### src/rtl/os_ctrl_pkg.sv
// Shared definitions for the output-stationary array controller:
// state encoding and the skew/flush length added to every compute phase.
package os_ctrl_pkg;

   typedef enum logic [2:0] {
      ST_IDLE,
      ST_CLEAR,
      ST_COMPUTE,
      ST_DRAIN,
      ST_DONE
   } state_e;

   localparam int DEF_ROWS  = 4;
   localparam int DEF_COLS  = 4;
   localparam int DEF_STAGE = 0;

   // Extra advancing cycles after the last operand: wavefront skew across
   // the array plus the multiplier pipeline.
   localparam int FLUSH_LEN = DEF_ROWS + DEF_COLS - 2 + DEF_STAGE;

   function automatic int flush_len(input int rows, input int cols, input int stage);
      return rows + cols - 2 + stage;
   endfunction

endpackage

### src/rtl/os_ctrl_counter.sv
// Enable-gated up-counter with synchronous clear and a terminal-count compare.
module os_ctrl_counter #(
   parameter int W = 8
) (
   input  logic         clk,
   input  logic         rst_n,
   input  logic         clr,
   input  logic         en,
   input  logic [W-1:0] last,
   output logic [W-1:0] count,
   output logic         at_last
);

   // NOTE: sequential state uses non-blocking assignments so every flop
   // samples pre-edge values regardless of block ordering.
   always_ff @(posedge clk or negedge rst_n) begin
      if (!rst_n) begin
         count <= '0;
      end else if (clr) begin
         count <= '0;
      end else if (en) begin
         count <= count + W'(1);
      end
   end

   assign at_last = (count == last);

endmodule

### src/rtl/os_array_ctrl.sv
// Sequencer for an output-stationary systolic array: clear, stall-aware
// compute with skew flush, handshaked row drain, completion pulse.
module os_array_ctrl
   import os_ctrl_pkg::*;
#(
   parameter int ROWS    = 4,
   parameter int COLS    = 4,
   parameter int WIDTH_K = 8,
   parameter int STAGE   = 0
) (
   input  logic                     clk,
   input  logic                     rst_n,
   input  logic                     start,
   input  logic [WIDTH_K-1:0]       k_len,
   input  logic                     stall,
   input  logic                     abort,
   input  logic                     out_ready,
   output logic                     busy,
   output logic                     done,
   output logic                     reg_clear,
   output logic                     pipeline_en,
   output logic                     cell_en,
   output logic                     feed_req,
   output logic                     out_valid,
   output logic [$clog2(ROWS)-1:0]  out_row
);

   localparam int FLUSH   = flush_len(ROWS, COLS, STAGE);
   localparam int MAX_CNT = (2 ** WIDTH_K) - 1 + FLUSH;
   localparam int CNT_W   = $clog2(MAX_CNT + 1);
   localparam int ROW_W   = $clog2(ROWS);

   state_e             state_q, state_d;
   logic [WIDTH_K-1:0] k_q;

   logic [CNT_W-1:0]   cmp_cnt, drn_cnt;
   logic [CNT_W-1:0]   cmp_last_val;
   logic               cmp_last, drn_last;
   logic               cmp_en, drn_en;

   always_ff @(posedge clk or negedge rst_n) begin
      if (!rst_n) begin
         state_q <= ST_IDLE;
         k_q     <= '0;
      end else begin
         state_q <= state_d;
         if (state_q == ST_IDLE && start) begin
            k_q <= k_len;
         end
      end
   end

   // COMPUTE is only entered with k_q > 0, so the minus one cannot underflow.
   assign cmp_last_val = CNT_W'(k_q) + CNT_W'(FLUSH) - CNT_W'(1);

   // NOTE: every output and next-state is defaulted first so no path through
   // the case leaves a variable unassigned and infers a latch.
   always_comb begin
      state_d     = state_q;
      busy        = (state_q != ST_IDLE);
      done        = 1'b0;
      reg_clear   = 1'b0;
      pipeline_en = 1'b0;
      cell_en     = 1'b0;
      feed_req    = 1'b0;
      out_valid   = 1'b0;

      if (state_q != ST_IDLE && abort) begin
         reg_clear = 1'b1;
         state_d   = ST_IDLE;
      end else begin
         unique case (state_q)
            ST_IDLE: begin
               if (start) state_d = ST_CLEAR;
            end
            ST_CLEAR: begin
               reg_clear = 1'b1;
               state_d   = (k_q != '0) ? ST_COMPUTE : ST_DONE;
            end
            ST_COMPUTE: begin
               pipeline_en = !stall;
               cell_en     = !stall;
               if (!stall) begin
                  feed_req = (cmp_cnt < CNT_W'(k_q));
                  if (cmp_last) state_d = ST_DRAIN;
               end
            end
            ST_DRAIN: begin
               out_valid   = 1'b1;
               pipeline_en = out_ready;
               if (out_ready && drn_last) state_d = ST_DONE;
            end
            ST_DONE: begin
               done    = 1'b1;
               state_d = ST_IDLE;
            end
            default: state_d = ST_IDLE;
         endcase
      end
   end

   assign cmp_en = (state_q == ST_COMPUTE) && pipeline_en;
   assign drn_en = out_valid && out_ready;

   // Counters idle at zero outside their own phase, so each phase starts clean.
   os_ctrl_counter #(.W(CNT_W)) u_cmp_cnt (
      .clk     (clk),
      .rst_n   (rst_n),
      .clr     (state_q != ST_COMPUTE),
      .en      (cmp_en),
      .last    (cmp_last_val),
      .count   (cmp_cnt),
      .at_last (cmp_last)
   );

   os_ctrl_counter #(.W(CNT_W)) u_drn_cnt (
      .clk     (clk),
      .rst_n   (rst_n),
      .clr     (state_q != ST_DRAIN),
      .en      (drn_en),
      .last    (CNT_W'(ROWS - 1)),
      .count   (drn_cnt),
      .at_last (drn_last)
   );

   // Rows leave bottom-up; the index is only meaningful while out_valid is high.
   assign out_row = out_valid ? ROW_W'(CNT_W'(ROWS - 1) - drn_cnt) : '0;

endmodule
### config.mk
export PLATFORM = sky130hd
export DESIGN_NAME = os_array_ctrl
export DESIGN_NICKNAME = d
export VERILOG_FILES = /design/src/rtl/os_ctrl_pkg.sv /design/src/rtl/os_ctrl_counter.sv /design/src/rtl/os_array_ctrl.sv
export SDC_FILE = /design/constraint.sdc
export NUM_CORES = 1
export LEC_CHECK = 0
export BUFFER_PORTS_ARGS = -buffer_cell sky130_fd_sc_hd__buf_2
export CAP_MARGIN = 20
export CELL_PAD_IN_SITES_DETAIL_PLACEMENT = 0
export CELL_PAD_IN_SITES_GLOBAL_PLACEMENT = 1
export CORE_MARGIN = 2
export CORE_UTILIZATION = 44
export DETAILED_ROUTE_END_ITERATION = 8
export PLACE_DENSITY_LB_ADDON = 0.08
export SYNTH_ARGS = -nofsm -noshare
export SYNTH_HDL_FRONTEND = slang
export SYNTH_SLANG_ARGS = --single-unit
### constraint.sdc
create_clock -name clk -period 2.1 [get_ports clk]
set_clock_uncertainty 0.2 [all_clocks]
set_input_delay 0.21 -clock clk [delete_from_list [all_inputs] [get_ports clk]]
set_output_delay 0.21 -clock clk [all_outputs]
set_load 0.05 [all_outputs]
==> results.py, run 1 <==
metrics = {
    "outcome": {
        "outcome": "complete, but fails checks",
        "violations": "negative setup slack",
    },
    "timing": {
        "tns_ns": -0.263,
        "timing.fmax_mhz": 423,
        "postLayoutSetupSlackWorst_ns": -0.263,
        "worst_slew_pin_slew_ns": 0.666,
        "finalMaxSlewViolations": 0,
        "hold_viol_final": 0,
        "relSlewSlack": 0.556,
        "period_needed_ns": 2.36,
        "finalSetupViolCount": 1,
        "rsz0062_at_grt": "yes",
        "worst_hold_slack_ns": 0.00724,
        "period_share": 1.13,
    },
    "power_and_ir_drop": {
        "p_total_mw": 2.65,
        "cellLeakagePower_nw": 1.15,
        "worst_ir_drop_vdd_mv": 0.411,
        "power.density_nw_per_um2": 1040,
    },
    "route": {
        "antenna_left": 0,
        "wl_met3_microns": 202,
        "top_layer": "met4",
        "drcViolationCount": 0,
        "vias": 1679,
        "routed_wl_mm": 4.67,
        "dr.first_iter.drc_count": 111,
        "met2_length_mm": 2.01,
        "post_drt_wl_per_cell_microns": 14.7,
        "drtPass1Iterations": 4,
        "via_per_inst": 5.30,
        "wl_met1_mm": 2.43,
    },
    "clocking": {
        "tritoncts": "yes",
        "clk_pin_slew_ns": 0.07,
        "clk_path_buf_depth": 2,
        "numCtsBuffers": 5,
        "h-tree-depth": 2,
        "clock_sinks": 29,
        "clockRootBuffer": "clkbuf_8",
        "insertion_delay_ns": 0.28,
    },
    "final_layout": {
        "multi_input_area_sq_um": 1220,
        "final_layout_size_suffix_gt1_frac": 0.279,
        "area_growth_pct": 31.8,
        "regArea_sq_um": 726,
        "finalNetCount": 290,
        "fin_util": 0.594,
        "antenna_cells": 0,
        "stdcell_count": 317,
        "nFillCells": 393,
        "final_design_area_no_fill_sq_um": 2550,
    },
    "global_route": {
        "grt_use_total": 0.198,
        "antenna_found_initial": 0,
        "grt_pass1_wl_mm": 7.69,
        "grt_max_degree": 30,
        "grt_pass1_vias": 1640,
        "overflow": 0,
    },
    "logic_synthesis": {
        "synth_cell_types": 42,
        "yosysMostFrequentCell": "dfrtp_1",
        "synthDominantCellAreaShare": 0.375,
        "synth.top_cells.by_count": "29 x dfrtp_1, 22 x nor2_1, 20 x nand2_1",
        "synthArstFlopShare": 1.00,
        "synth_top_cell_by_area": "dfrtp_1",
        "synth-seq-area-share": 0.375,
        "synth-edff-count": 0,
        "ys_ff_latch": 29,
        "syn_area_sq_um": 1940,
        "ys_warn_count": 0,
        "syn-instance-count": 211,
        "synth-main-ff-cell": "dfrtp_1",
        "syn_nets": 237,
        "synthTopCellsByArea": "dfrtp_1 37%, ha_1 7.8%, xor2_1 5.4%",
        "syn_area_per_cell_sq_um": 9.18,
    },
    "die": {
        "dieArea_sq_um": 4950,
        "fp.dieW_microns": 70.3,
        "io_pins": 23,
        "fp-row-count": 24,
        "die_h_microns": 70.3,
        "core_sq_um": 4290,
        "start_util": 0.451,
    },
    "run": {
        "cap_violations": 0,
    },
    "placement": {
        "gp_congestion": 0.891,
        "port_buffers": 22,
        "dpl.hpwl_mm": 3.49,
        "placed_cell_area_sq_um": 2260,
        "place_ws_ns": -0.250,
        "place_inst": 300,
    },
    "setup_path": {
        "worstPathRequired_ns": 1.69,
        "arrival_ns": 1.95,
        "setup.worst_path.start_class": "flop",
        "cp_max_fo": 2,
        "crit_type": "flop to output pin",
        "critPathCaptureType": "output pin",
    },
    "hold_path": {
        "min_path_type": "input port to flop",
    },
}
==> what timing repair did <==
action	in CTS	in global routing
buffers inserted	3	1
endpoints found under the hold margin	36	0
pin swaps	5	7
setup endpoints to repair	2	5
hold buffers	8	0
gates resized for setup	8	14
==> worst paths after layout <==
kind	depth (start not counted)	slack, ns	end	startpoint
max	8	-0.26	feed_req	k_q[1]$_DFFE_PN0P_
min	2	0.007	state_q[1]$_DFFE_PN0P_	abort
max reg2reg	7	0.10	state_q[0]$_DFFE_PN0P_	k_q[0]$_DFFE_PN0P_
min reg2reg	1	0.29	u_drn_cnt.count[8]$_DFFE_PN0P_	u_drn_cnt.count[8]$_DFFE_PN0P_
max in group asynchronous	2	0.98	u_drn_cnt.count[5]$_DFFE_PN0P_	rst_n
min in group asynchronous	2	0.29	state_q[0]$_DFFE_PN0P_	rst_n
==> cells by family after synthesis <==
family,count (synthesis),synth area share
multiplexers,5,0.0265
flip-flops,29,0.375
AO/OA/AOI/OAI,34,0.136
XOR/XNOR,22,0.107
buffers and inverters,19,0.0375
AND/OR/NAND/NOR,90,0.241
adder cells (fa/ha/maj),12,0.0775
==> critical path: stages (launching register included) <==
cell	delay, ns
dfrtp_1	0.39
inv_2	0.08
ha_4	0.19
nor2b_4	0.12
o21ai_2	0.10
nand2b_1	0.10
a2111oi_4	0.34
o211a_1	0.21
buf_6	0.15
==> sequential cells by signal, indices dropped and copies added (netlist names) <==
| signal | cells |
|---|---|
| u_cmp_cnt.count | 9 |
| k_q | 8 |
| state_q | 3 |
| u_drn_cnt.count | 9 |
==> metal layers <==
layer  vias to the layer above  GRT usage
met3                         4     0.0491
met1                       796      0.292
met4                         0     0.0449
li1                        848          -
met2                        31      0.294
met5                         -          0
==> area by class of cell <==
type / count / share of cell area
Tap cell: 52 / 0.0255
Clock inverter: 1 / 0.0118
Multi-Input combinational cell: 163 / 0.479
Clock buffer: 7 / 0.0338
Inverter: 12 / 0.0176
Sequential cell: 29 / 0.284
Timing Repair Buffer: 53 / 0.148
==> report_power, final <==
part	total, mW	switching [mW]	internal [mW]
combinational	1.33	0.753	0.572
sequential	0.720	0.0698	0.650
clock	0.604	0.217	0.386
==> layout by cell type (no fill, tap or decap), drive strengths merged, types with 5 or more instances in the layout <==
cell type,count
nand3,9
xor2,12
nand4,5
nand2,20
clkbuf,9
a21oi,5
ha,12
buf,43
dlygate4sd3,8
nor2,26
dfrtp,29
inv,12
o21ai,12
xnor2,9
nor3,5
(Power assumes the default switching activity.)
==> run 2, diff against run 1 <==
--- a/config.mk
+++ b/config.mk
@@ -10,7 +10,7 @@
 export CELL_PAD_IN_SITES_DETAIL_PLACEMENT = 0
 export CELL_PAD_IN_SITES_GLOBAL_PLACEMENT = 1
 export CORE_MARGIN = 2
-export CORE_UTILIZATION = 44
+export CORE_UTILIZATION = 48
 export DETAILED_ROUTE_END_ITERATION = 8
 export PLACE_DENSITY_LB_ADDON = 0.08
 export SYNTH_ARGS = -nofsm -noshare
==> constraint.sdc (replaced) <==
create_clock -name clk -period 2.9 [get_ports clk]
set_clock_uncertainty 0.2 [all_clocks]
set_input_delay 0.29 -clock clk [delete_from_list [all_inputs] [get_ports clk]]
set_output_delay 0.29 -clock clk [all_outputs]
set_load 0.05 [all_outputs]
==> run 2 against run 1 <==
Effect of this change: the run now ends clean; first-iteration DRC count up 35%; combinational power decreased by 53%; utilization down 3.2 points; final area is 13% lower; register-to-register slack improved by 0.70 ns; die area shrank 7.9%.
==> results.py, run 2 (synthesis gave the netlist of run 1 again) <==
metrics = {
    "outcome": {
        "outcome": "completed",
    },
    "global_route": {
        "grt_use_total": 0.214,
        "grt_pass1_vias": 1545,
        "overflow": 0,
        "grt_max_degree": 30,
        "antenna_found_initial": 0,
        "grt_pass1_wl_mm": 7.15,
    },
    "route": {
        "drtPass1Iterations": 4,
        "antenna_left": 0,
        "dr.first_iter.drc_count": 150,
        "via_per_inst": 5.65,
        "vias": 1617,
        "drcViolationCount": 0,
        "post_drt_wl_per_cell_microns": 15.1,
        "routed_wl_mm": 4.31,
    },
    "hold_path": {
        "min_path_type": "input port to flop",
    },
    "final_layout": {
        "mostFrequentLayoutCells": "29 x dfrtp_1, 22 x nor2_1, 22 x buf_2",
        "top_regs": "u_cmp_cnt.count (9), u_drn_cnt.count (9), k_q (8)",
        "fin_util": 0.562,
        "final_common_cell": "dfrtp_1",
        "nFillCells": 365,
        "area_growth_pct": 14.5,
        "final_layout_size_suffix_gt1_frac": 0.169,
        "finalNetCount": 261,
        "antenna_cells": 0,
        "final_design_area_no_fill_sq_um": 2220,
    },
    "setup_path": {
        "cp-startpoint": "k_q[1]$_DFFE_PN0P_",
        "crit_type": "flop to output pin",
        "crit_chain": "inv_1, ha_1, nor2b_1, o21ai_0, nand2b_1, a2111oi_1, o211a_1, buf_2",
        "crit_buf_inv": 2,
        "setup.worst_path.start_class": "flop",
        "critPathCaptureType": "output pin",
        "cp_max_fo": 3,
        "r2r-end": "state_q[0]$_DFFE_PN0P_",
        "r2r_start": "k_q[2]$_DFFE_PN0P_",
        "cpMaxStageDelayCell": "a2111oi_1",
        "crit_path_max_incr_delay_ns": 0.47,
        "critPathCapture": "feed_req",
        "worstSetupPathDepth": 8,
        "crit_family": "compound AO/OA/AOI/OAI gates",
        "worstPathRequired_ns": 2.41,
        "reg2reg_setup_slack_ns": 0.80,
        "reg2reg_depth": 5,
        "arrival_ns": 2.33,
    },
    "placement": {
        "dpl.hpwl_mm": 3.19,
        "gp_congestion": 0.857,
        "port_buffers": 22,
        "place_ws_ns": 0.383,
        "placed_cell_area_sq_um": 2090,
    },
    "timing": {
        "hold_viol_final": 0,
        "period_needed_ns": 2.82,
        "relSlewSlack": 0.547,
        "period_share": 0.971,
        "rsz0062_at_grt": "no",
        "worst_slew_pin_slew_ns": 0.679,
        "timing.fmax_mhz": 355,
        "tns_ns": 0,
        "finalSetupViolCount": 0,
        "postLayoutSetupSlackWorst_ns": 0.0833,
        "finalMaxSlewViolations": 0,
    },
    "die": {
        "start_util": 0.491,
        "fp.dieW_microns": 67.5,
        "core_sq_um": 3940,
        "io_pins": 23,
        "dieArea_sq_um": 4560,
        "die_h_microns": 67.5,
        "fp-row-count": 23,
    },
    "power_and_ir_drop": {
        "power.density_nw_per_um2": 749,
        "worst_ir_drop_vdd_mv": 0.342,
        "p_total_mw": 1.66,
        "cellLeakagePower_nw": 0.992,
    },
    "clocking": {
        "clk_path_buf_depth": 2,
        "clk_pin_slew_ns": 0.07,
        "clockRootBuffer": "clkbuf_8",
        "insertion_delay_ns": 0.29,
        "clock_sinks": 29,
        "h-tree-depth": 2,
        "numCtsBuffers": 5,
        "tritoncts": "yes",
    },
    "run": {
        "cap_violations": 0,
    },
}
-- run 2: area by class of cell --
cell class / count / area, sq um / share of cell area
clock inverters: 1 / 30.0 / 0.0135
well taps: 50 / 62.6 / 0.0282
inverters: 12 / 45.0 / 0.0203
flip-flops and latches: 29 / 726 / 0.327
clock buffers: 7 / 86.3 / 0.0389
repair buffers: 24 / 128 / 0.0576
multi-input cells: 163 / 1140 / 0.514
-- run 2: metrics by stage --
stage | std cells | hold slack (ns)
2_1_floorplan | 211 | -0.206
3_3_place_gp | 277 | 0.154
6_report | 286 | 0.00900
5_1_grt | 286 | 0.0280
4_1_cts | 286 | 0.00587
3_5_place_dp | 277 | 0.161
-- run 2: metal layers --
metal,wire (microns),vias to the layer above,GRT usage,share of wire
li1,-,788,-,-
met1,2080,781,0.289,0.48
met2,1920,40,0.324,0.45
met3,237,8,0.0550,0.055
met4,72,0,0.0918,0.017
met5,0,-,0,0
-- run 2: power breakdown --
group / total (mW) / switching, mW / internal, mW
Clock: 0.437 / 0.157 / 0.280
Combinational: 0.627 / 0.391 / 0.237
Sequential: 0.596 / 0.126 / 0.470
Total: 1.66 / 0.673 / 0.987
-- run 2: timing repair --
| action | 4_1_cts | 5_1_grt |
|---|---|---|
| endpoints found under the setup margin | 0 | 1 |
| setup buffers | 0 | 0 |
| endpoints found under the hold margin | 29 | 0 |
| hold buffers | 1 | 0 |
| resized for setup | 0 | 1 |
-- run 2: worst min-delay path by stage --
stage                     cells past startpoint     start  slack, ns                 end
after floorplan                               0     rst_n      -0.21  k_q[0]$_DFFE_PN0P_
after global placement                        1     rst_n       0.15  k_q[7]$_DFFE_PN0P_
after detailed placement                      1     rst_n       0.16  k_q[4]$_DFFE_PN0P_
after CTS                                     3  k_len[0]      0.006  k_q[0]$_DFFE_PN0P_
after global routing                          3  k_len[3]       0.03  k_q[3]$_DFFE_PN0P_
final                                         3  k_len[0]      0.009  k_q[0]$_DFFE_PN0P_
-- run 2: worst min-delay path: stages --
cell and delay, ns:
buf_2 0.07, nand2_1 0.04, o21ai_0 0.06
==> run 3, diff against run 2 <==
--- a/config.mk
+++ b/config.mk
@@ -9,7 +9,7 @@
 export CAP_MARGIN = 20
 export CELL_PAD_IN_SITES_DETAIL_PLACEMENT = 0
 export CELL_PAD_IN_SITES_GLOBAL_PLACEMENT = 1
-export CORE_MARGIN = 2
+export CORE_MARGIN = 3
 export CORE_UTILIZATION = 48
 export DETAILED_ROUTE_END_ITERATION = 8
 export PLACE_DENSITY_LB_ADDON = 0.08
==> run 3 against run 2 <==
Effect of this change: register-to-register slack got worse by 0.02 ns; sequential cell count unchanged; sequential power fell by 1%; clock power down 24%; via count fell by 0.93%; first-iteration DRC count down 49%; setup slack improved by 0.11 ns.
==> results.py, run 3 (synthesis gave the netlist of run 1 again) <==
metrics = {
    "outcome": {
        "outcome": "completed",
    },
    "setup_path": {
        "r2r-end": "u_cmp_cnt.count[7]$_DFFE_PN0P_",
        "crit_path_max_incr_delay_ns": 0.40,
        "cp_max_fo": 3,
        "critPathCaptureType": "output pin",
        "crit_type": "flop to output pin",
        "worstPathRequired_ns": 2.41,
        "reg2reg_setup_slack_ns": 0.78,
        "crit_family": "compound AO/OA/AOI/OAI gates",
        "cpMaxStageDelayCell": "a2111oi_1",
        "r2r_start": "state_q[0]$_DFFE_PN0P_",
        "cp-startpoint": "k_q[1]$_DFFE_PN0P_",
        "crit_chain": "inv_1, ha_1, nor2b_1, o21ai_0, nand2b_1, a2111oi_1, o211a_1, buf_2",
        "reg2reg_depth": 5,
        "crit_buf_inv": 2,
        "worstSetupPathDepth": 8,
        "arrival_ns": 2.22,
        "setup.worst_path.start_class": "flop",
        "critPathCapture": "feed_req",
    },
    "placement": {
        "gp_congestion": 0.884,
        "port_buffers": 22,
        "dpl.hpwl_mm": 3.30,
    },
    "power_and_ir_drop": {
        "p_total_mw": 1.54,
        "worst_ir_drop_vdd_mv": 0.379,
        "cellLeakagePower_nw": 0.977,
        "power.density_nw_per_um2": 707,
    },
    "clocking": {
        "tritoncts": "yes",
        "insertion_delay_ns": 0.28,
        "clockRootBuffer": "clkbuf_8",
        "numCtsBuffers": 5,
        "clock_sinks": 29,
        "post_cts_buffers": 0,
        "h-tree-depth": 2,
        "clk_path_buf_depth": 2,
        "clk_pin_slew_ns": 0.07,
    },
    "run": {
        "cap_violations": 0,
    },
    "final_layout": {
        "antenna_cells": 0,
        "nFillCells": 348,
        "top_regs": "u_cmp_cnt.count (9), u_drn_cnt.count (9), k_q (8)",
        "finalNetCount": 261,
        "regArea_sq_um": 726,
        "area_growth_pct": 12.8,
        "mostFrequentLayoutCells": "29 x dfrtp_1, 22 x nor2_1, 22 x buf_2",
        "final_layout_size_suffix_gt1_frac": 0.174,
        "final_common_cell": "dfrtp_1",
        "multi_input_area_sq_um": 1140,
    },
    "die": {
        "io_pins": 23,
        "dieArea_sq_um": 4830,
        "die_h_microns": 69.5,
        "start_util": 0.514,
        "core_sq_um": 3770,
        "fp-row-count": 22,
        "fp.dieW_microns": 69.5,
    },
    "route": {
        "antenna_left": 0,
        "via_per_inst": 5.64,
        "dr.first_iter.drc_count": 76,
        "vias": 1602,
        "routed_wl_mm": 4.33,
        "drcViolationCount": 0,
        "drtPass1Iterations": 4,
        "post_drt_wl_per_cell_microns": 15.2,
    },
    "global_route": {
        "overflow": 0,
        "grt_pass1_vias": 1610,
        "grt_max_degree": 30,
        "antenna_found_initial": 0,
        "grt_pass1_wl_mm": 7.62,
        "grt_use_total": 0.195,
    },
    "timing": {
        "finalSetupViolCount": 0,
        "rsz0062_at_grt": "no",
        "finalMaxSlewViolations": 0,
        "relSlewSlack": 0.550,
        "worst_slew_pin_slew_ns": 0.675,
        "timing.fmax_mhz": 370,
        "period_needed_ns": 2.71,
        "hold_viol_final": 0,
        "period_share": 0.933,
        "tns_ns": 0,
    },
    "hold_path": {
        "min-delay-start": "k_len[7]",
        "min_path_type": "input port to flop",
    },
}
run 3: cell types whose count changed in the layout (fill, tap and decap cells not counted), sizes merged:
cell      delta
bufinv       -1
clkbuf       -2
clkinv       +2
clkinvlp     +1
run 3: routing by layer:
metal / wire length (microns) / track usage
met1: 2130 / 0.270
met2: 1940 / 0.303
met3: 220 / 0.0493
met4: 36 / 0.0499
met5: 0 / 0
run 3: worst min path at each step:
stage | end | slack (ns) | cells past startpoint
6_report | k_q[7]$_DFFE_PN0P_ | 0.008 | 3
5_1_grt | k_q[7]$_DFFE_PN0P_ | 0.006 | 3
4_1_cts | k_q[7]$_DFFE_PN0P_ | 0.004 | 3
3_5_place_dp | k_q[5]$_DFFE_PN0P_ | 0.16 | 1
3_3_place_gp | k_q[5]$_DFFE_PN0P_ | 0.15 | 1
2_1_floorplan | k_q[0]$_DFFE_PN0P_ | -0.21 | 0
run 3: timing repair:
item	4_1_cts	5_1_grt
setup endpoints to repair	0	1
gates resized for setup	0	1
hold buffers	1	0
endpoints found under the hold margin	29	0
run 3: tightest hold or removal path, stage by stage:
cell	delay (ns)
buf_2	0.08
nand2_1	0.03
o21ai_0	0.05
run 3: through the flow:
step	utilization	hold WS [ns]	cells	cell area, sq um	setup WS [ns]
2_1_floorplan	-	-0.206	211	1940	0.166
3_3_place_gp	0.553	0.150	275	2090	0.477
3_5_place_dp	0.553	0.164	275	2090	0.441
4_1_cts	0.579	0.00399	284	2180	0.112
5_1_grt	0.579	0.00623	284	2180	0.0388
6_report	0.579	0.00832	284	2180	0.194
run 3: where the power goes:
group          leakage (nW)  internal, mW  switching, mW
combinational         0.543         0.235          0.388
clock                0.0439         0.165          0.165
sequential            0.390         0.470          0.120
run 3: cell type report:
cell class,count,area share
Inverter,12,0.0206
Clock buffer,5,0.0315
Multi-Input combinational cell,163,0.522
Timing Repair Buffer,24,0.0584
Clock inverter,3,0.00802
Tap cell,48,0.0275
Sequential cell,29,0.332
